$ cat src/rtl/fetch_queue.sv
// fetch_queue: DEPTH-entry instruction/PC FIFO between fetch and decode with flush and bubble output
module fetch_queue #(
    parameter int INSTR_W = 32,
    parameter int ADDR_W = 64,
    parameter int DEPTH = 4,
    parameter logic [INSTR_W-1:0] NOP_INSTR = 32'hD503201F
) (
    input  logic                       clk,
    input  logic                       reset,
    input  logic                       in_valid,
    input  logic [INSTR_W-1:0]         in_instr,
    input  logic [ADDR_W-1:0]          in_pc,
    output logic                       in_ready,
    output logic                       out_valid,
    output logic [INSTR_W-1:0]         out_instr,
    output logic [ADDR_W-1:0]          out_pc,
    input  logic                       out_ready,
    input  logic                       flush,
    output logic [$clog2(DEPTH+1)-1:0] count
);
    localparam int PW = $clog2(DEPTH);
    localparam int CW = $clog2(DEPTH+1);

    if (DEPTH < 2 || (DEPTH & (DEPTH - 1)) != 0) begin : g_bad_depth
        $error("fetch_queue: DEPTH must be a power of two and at least 2");
    end

    logic [INSTR_W-1:0] instr_mem [DEPTH];
    logic [ADDR_W-1:0]  pc_mem [DEPTH];
    logic [PW-1:0]      rd_ptr, wr_ptr;
    logic               push, pop;

    assign in_ready  = count != CW'(DEPTH);
    assign out_valid = count != '0;
    assign push      = in_valid & in_ready & ~flush;
    assign pop       = out_valid & out_ready & ~flush;
    assign out_instr = out_valid ? instr_mem[rd_ptr] : NOP_INSTR;
    assign out_pc    = out_valid ? pc_mem[rd_ptr] : '0;

    always_ff @(posedge clk) begin
        if (reset || flush) begin
            rd_ptr <= '0;
            wr_ptr <= '0;
            count  <= '0;
        end else begin
            if (push) wr_ptr <= wr_ptr + PW'(1);
            if (pop) rd_ptr <= rd_ptr + PW'(1);
            count <= count + CW'(push) - CW'(pop);
        end
    end

    // storage is deliberately unreset; pointers alone define what is live
    always_ff @(posedge clk) begin
        if (push) begin
            instr_mem[wr_ptr] <= in_instr;
            pc_mem[wr_ptr]    <= in_pc;
        end
    end
endmodule

$ cat config.mk
export PLATFORM = sky130hd
export DESIGN_NAME = fetch_queue
export DESIGN_NICKNAME = d
export VERILOG_FILES = /design/src/rtl/fetch_queue.sv
export SDC_FILE = /design/constraint.sdc
export NUM_CORES = 1
export LEC_CHECK = 0
export CAP_MARGIN = 15
export CORE_MARGIN = 8
export CORE_UTILIZATION = 49
export CTS_CLUSTER_SIZE = 10
export DETAILED_ROUTE_END_ITERATION = 8
export PLACE_DENSITY = 0.76
export SLEW_MARGIN = 20
export SYNTH_ARGS = -nofsm -noshare
export SYNTH_HDL_FRONTEND = slang
export SYNTH_SLANG_ARGS = --single-unit
$ cat constraint.sdc
create_clock -name clk -period 4 [get_ports clk]
set_input_delay 0.8 -clock clk [delete_from_list [all_inputs] [get_ports clk]]
set_output_delay 0.8 -clock clk [all_outputs]
set_load 0.005 [all_outputs]
; ---- Word level (Yosys, flattened, before mapping)
; Memories as Yosys holds them, arrays and structs flattened. A register that Yosys moved wholly into a read port is not among the register bits.
; Cells that the tools add are included.
[totals]
register_bits = 7
ram_bits = 384
output_inout_bits = 101
elab_cells = 25
n_memories = 2
[mem_list]
columns = memory, words, word_bits, read_ports, rd_clocked_by_memory_dff, wr, line_no
row1 = pc_mem, 4, 64, 1, 1, 1, 29  ; logic [ADDR_W-1:0] pc_mem [DEPTH];
row2 = instr_mem, 4, 32, 1, 1, 1, 28  ; logic [INSTR_W-1:0] instr_mem [DEPTH];
[op_classes]
n_addsub = 4
n_eq_ne = 1
n_mux = 8
bitwise = 5
reduce_logical = 2
[ops]
columns = cell, count
row1 = 64-bit 2-to-1 mux, 1
row2 = 32-bit 2-to-1 mux, 1
row3 = 2-bit 2-to-1 mux, 4
row4 = 2-bit by 1-bit adder with 2-bit output (second input constant), 2
row5 = 1-bit AND, 4
row6 = 3-bit by 1-bit adder with 3-bit output, 1
row7 = 3-bit != test (second input constant), 1
row8 = 3-bit nonzero test, 1
row9 = 3-bit by 1-bit subtractor with 3-bit output, 1
row10 = 1-bit 2-to-1 mux, 2
row11 = 1-bit logical OR, 1
row12 = 1-bit inverter, 1

; ---- Longest topological paths before layout
[logic_depth]
word_depth = 5
mapped_depth = 12

; ---- Worst setup path before layout
; OpenSTA, ideal clock, no wires.
[synth_timing]
path_type = input-to-reg
start = in in_valid
end = mem instr_mem[0][0], enable pin
setup_time_ps = 466
t_arrival_ps = 3378
required_ps = 3534
slack_ps = 156
path_stages = 2
cell_sequence = nor2b_1 and3_1
[synth_via]
elab_chain_cells = 4
[synth_lines]
columns = item, line_no
row1 = from (decl), 10  ; input logic in_valid,
row2 = 1-bit AND (2 in series), 35  ; assign push = in_valid & in_ready & ~flush;
row3 = 1-bit 2-to-1 mux, 54  ; if (push) begin
row4 = 1-bit 2-to-1 mux (not written as such), 55  ; instr_mem[wr_ptr] <= in_instr;
row5 = to (decl), 28
; Every way passes these cells.

==> run_results.csv <==
group,metric,value,unit
status,status,"completed",
die,core_area,30300,µm²
power,p_int,6.93,mW
synthesis,synth_largest_area_cell,"edfxtp_1",
cts,clkTransAtPathRegs,50,ps
power,p_comb_frac,0.051,
placement,place_hpwl,18300,µm
die,ioPinCount,202,
cts,cts-root-buf,"clkbuf_16",
die,initial_utilization,0.494,
worst_setup_path,worstSetupPathType,"reg -> out",
synthesis,ys_warn_count,0,
synthesis,syn_area,15000,µm²
die,die_area,36400,µm²
worst_setup_path,r2r-end,"count[2]",
timing,setup_ws,461,ps
flow_run,maxCapViolCount,0,
timing,fin_crit,3540,ps
final_layout,fin_cells,1310,
synthesis,ys_async_sr_fraction,0,
route,wl_per_cell,22.5,µm
worst_setup_path,cp.arrival,2740,ps
placement,io_buffer_count,201,
timing,tightest_slew,624,ps
global_route,grt_pass1_wl,45000,µm
min_path,hp-start,"wr_ptr[1]",
timing,tns,0,ps
placement,gp_congestion,0.711,
global_route,gr-total-overflow,0,
final_layout,fin_nets,1010,
cts,cts_tree,"built",
timing,clock_skew,7.01,ps
worst_setup_path,endpoint_kind,"output pin",
die,die_w,191,µm
timing,setup_viol,0,
timing,rsz0062_at_grt,"no",
cts,cts_resized,0,
worst_setup_path,rr_startpoint,"count[2]",
cts,clk_latency,520,ps
synthesis,synth_top_area_frac,0.770,
route,antenna_left,0,
global_route,grt_max_degree,56,
timing,maxSlewViolCount,0,
synthesis,ys_ff_latch,393,
synthesis,seq_area_frac_synth,0.782,
route,num_vias,7045,
power,ir_worst_vdd,0.349,mV
worst_setup_path,reg2reg_depth,11,
synthesis,syn_area_per_cell,22.7,µm²
min_path,hold_depth,2,
cts,cts_hold_buf,0,
route,drc,0,
cts,clock-sinks,393,
synthesis,synth_flop_cell,"edfxtp_1",
timing,relSlewSlack,0.584,
min_path,hold_path_end,"wr_ptr[1]",
power,sequentialPowerShare,0.540,
global_route,grt_antenna_before_repair,1,
synthesis,yosys-top-cells-area,"edfxtp_1 77%, mux4_2 14%, and2_1 3.6%",
global_route,grt_usage,0.161,
global_route,grt_pass1_vias,7882,
min_path,hold_path.class,"reg -> reg",
timing,fmax,0.283,GHz
power,p_sw_frac,0.187,
route,drt_wl_total,29500,µm
worst_setup_path,worstPathRequired,3200,ps
timing,fin_crit_sh,0.885,
timing,final_hold_viol_count,0,
placement,dp_slack,575,ps
cts,cts_buffers,45,
synthesis,synth_cell_types,27,
cts,clock_path_buffers,3,
die,num_rows,64,
route,vias_per_cell,5.38,
worst_setup_path,path_max_fanout,26,
final_layout,areaGrowthSynthToFinish,26.2,%
placement,dp_cells,1251,
final_layout,drive_gt1_frac,0.197,
cts,cts_setup_buffers,0,
worst_setup_path,rrSetupSlack,1390,ps
synthesis,syn-num-nets,767,
route,dr.pass1.iters,4,
synthesis,syn_inst,659,
power,clockPowerShare,0.409,
power,power_density,451,nW/µm²
power,power_switching,1.60,mW
die,die_h,191,µm
final_layout,antennaDiodeCount,0,
route,drt_iter0_drc,364,
power,leakage,5.96,nW
synthesis,synth_edf_count,384,
cts,htreeDepth,2,
worst_setup_path,critPathLaunchType,"flip-flop",
how the worst max path moves through the flow:
stage                            to  slack [ps]
global placement           count[2]         610
global route          out_instr[15]         280
finish                 out_instr[7]         460
CTS                    out_instr[7]         350
floorplan           instr_mem[0][0]         160
detailed placement         count[2]         580
per-layer routing:
layer,global-route usage,routed length (µm),up-vias
li1,-,-,3156
met1,0.194,11700,3667
met2,0.285,15400,178
met3,0.0432,1900,42
met4,0.0382,465,2
met5,0,13,-
through the flow:
stage	instance area [µm²]	util	hold WS, ps	total power, mW
after CTS	18900	0.623	517	8.63
final	18900	0.623	518	8.53
after global placement	17700	0.582	512	5.12
after global routing	18900	0.623	577	8.81
after detailed placement	17700	0.582	510	5.13
after floorplan	15000	-	469	4.84
sequential cells by signal (all words and copies together) (netlist names), named ones only:
| signal | flops |
|---|---|
| pc_mem | 256 |
| wr_ptr | 2 |
| instr_mem | 128 |
| rd_ptr | 2 |
| count | 3 |
cell families (layout without fill, tap and decap cells):
kind of cell             after synthesis  count (layout)  synth area share
flip-flops                           393             393             0.782
adder cells (fa/ha/maj)                7               7           0.00635
XOR/XNOR                               4               4           0.00234
AND/OR/NAND/NOR                      116             116            0.0479
buffers and inverters                 39             294            0.0155
AO/OA/AOI/OAI                          4               4           0.00175
multiplexers                          96              96             0.144
Yosys cell counts (all sizes together) (4+ instances only):
cell type and n:
ha 6, dfxtp 9, or2 13, and2 86, edfxtp 384, clkbuf 16
nor3 5, mux4 96, inv 6, buf 17, and3 4
placed cells by master (no fill, tap or decap), drive strengths merged:
cell           count
clkinv             1
or2               13
nor2               2
o21ai              2
or3b               1
nand4              2
ha                 6
clkbuf            57
o311ai             1
edfxtp           384
nor3               5
nand2              2
and2              86
o31ai              1
nor2b              1
dfxtp              9
xnor2              2
fa                 1
inv                7
mux4              96
xor2               2
buf               28
clkdlybuf4s50    201
and3               4
critical path: stages (launching register included):
cell and delay (ps):
dfxtp_4 730, buf_4 320, mux4_2 500, and2_1 190
clkdlybuf4s50_1 460
power by group through the flow:
stage               logic (mW)  registers (mW)  clock network [mW]
detailed placement       0.440            4.69                   0
global placement         0.431            4.68                   0
finish                   0.432            4.61                3.49
floorplan                0.154            4.69                   0
CTS                      0.442            4.61                3.58
global route             0.466            4.61                3.73
layout make-up:
class	instances	area [µm²]
clock buffers	57	1210
clock inverters	2	12.5
fillers	2042	11400
inverters	6	22.5
multi-input cells	227	3060
flip-flops and latches	393	11700
well taps	396	495
repair buffers	229	2380
Power figures use the tool's default switching activity.
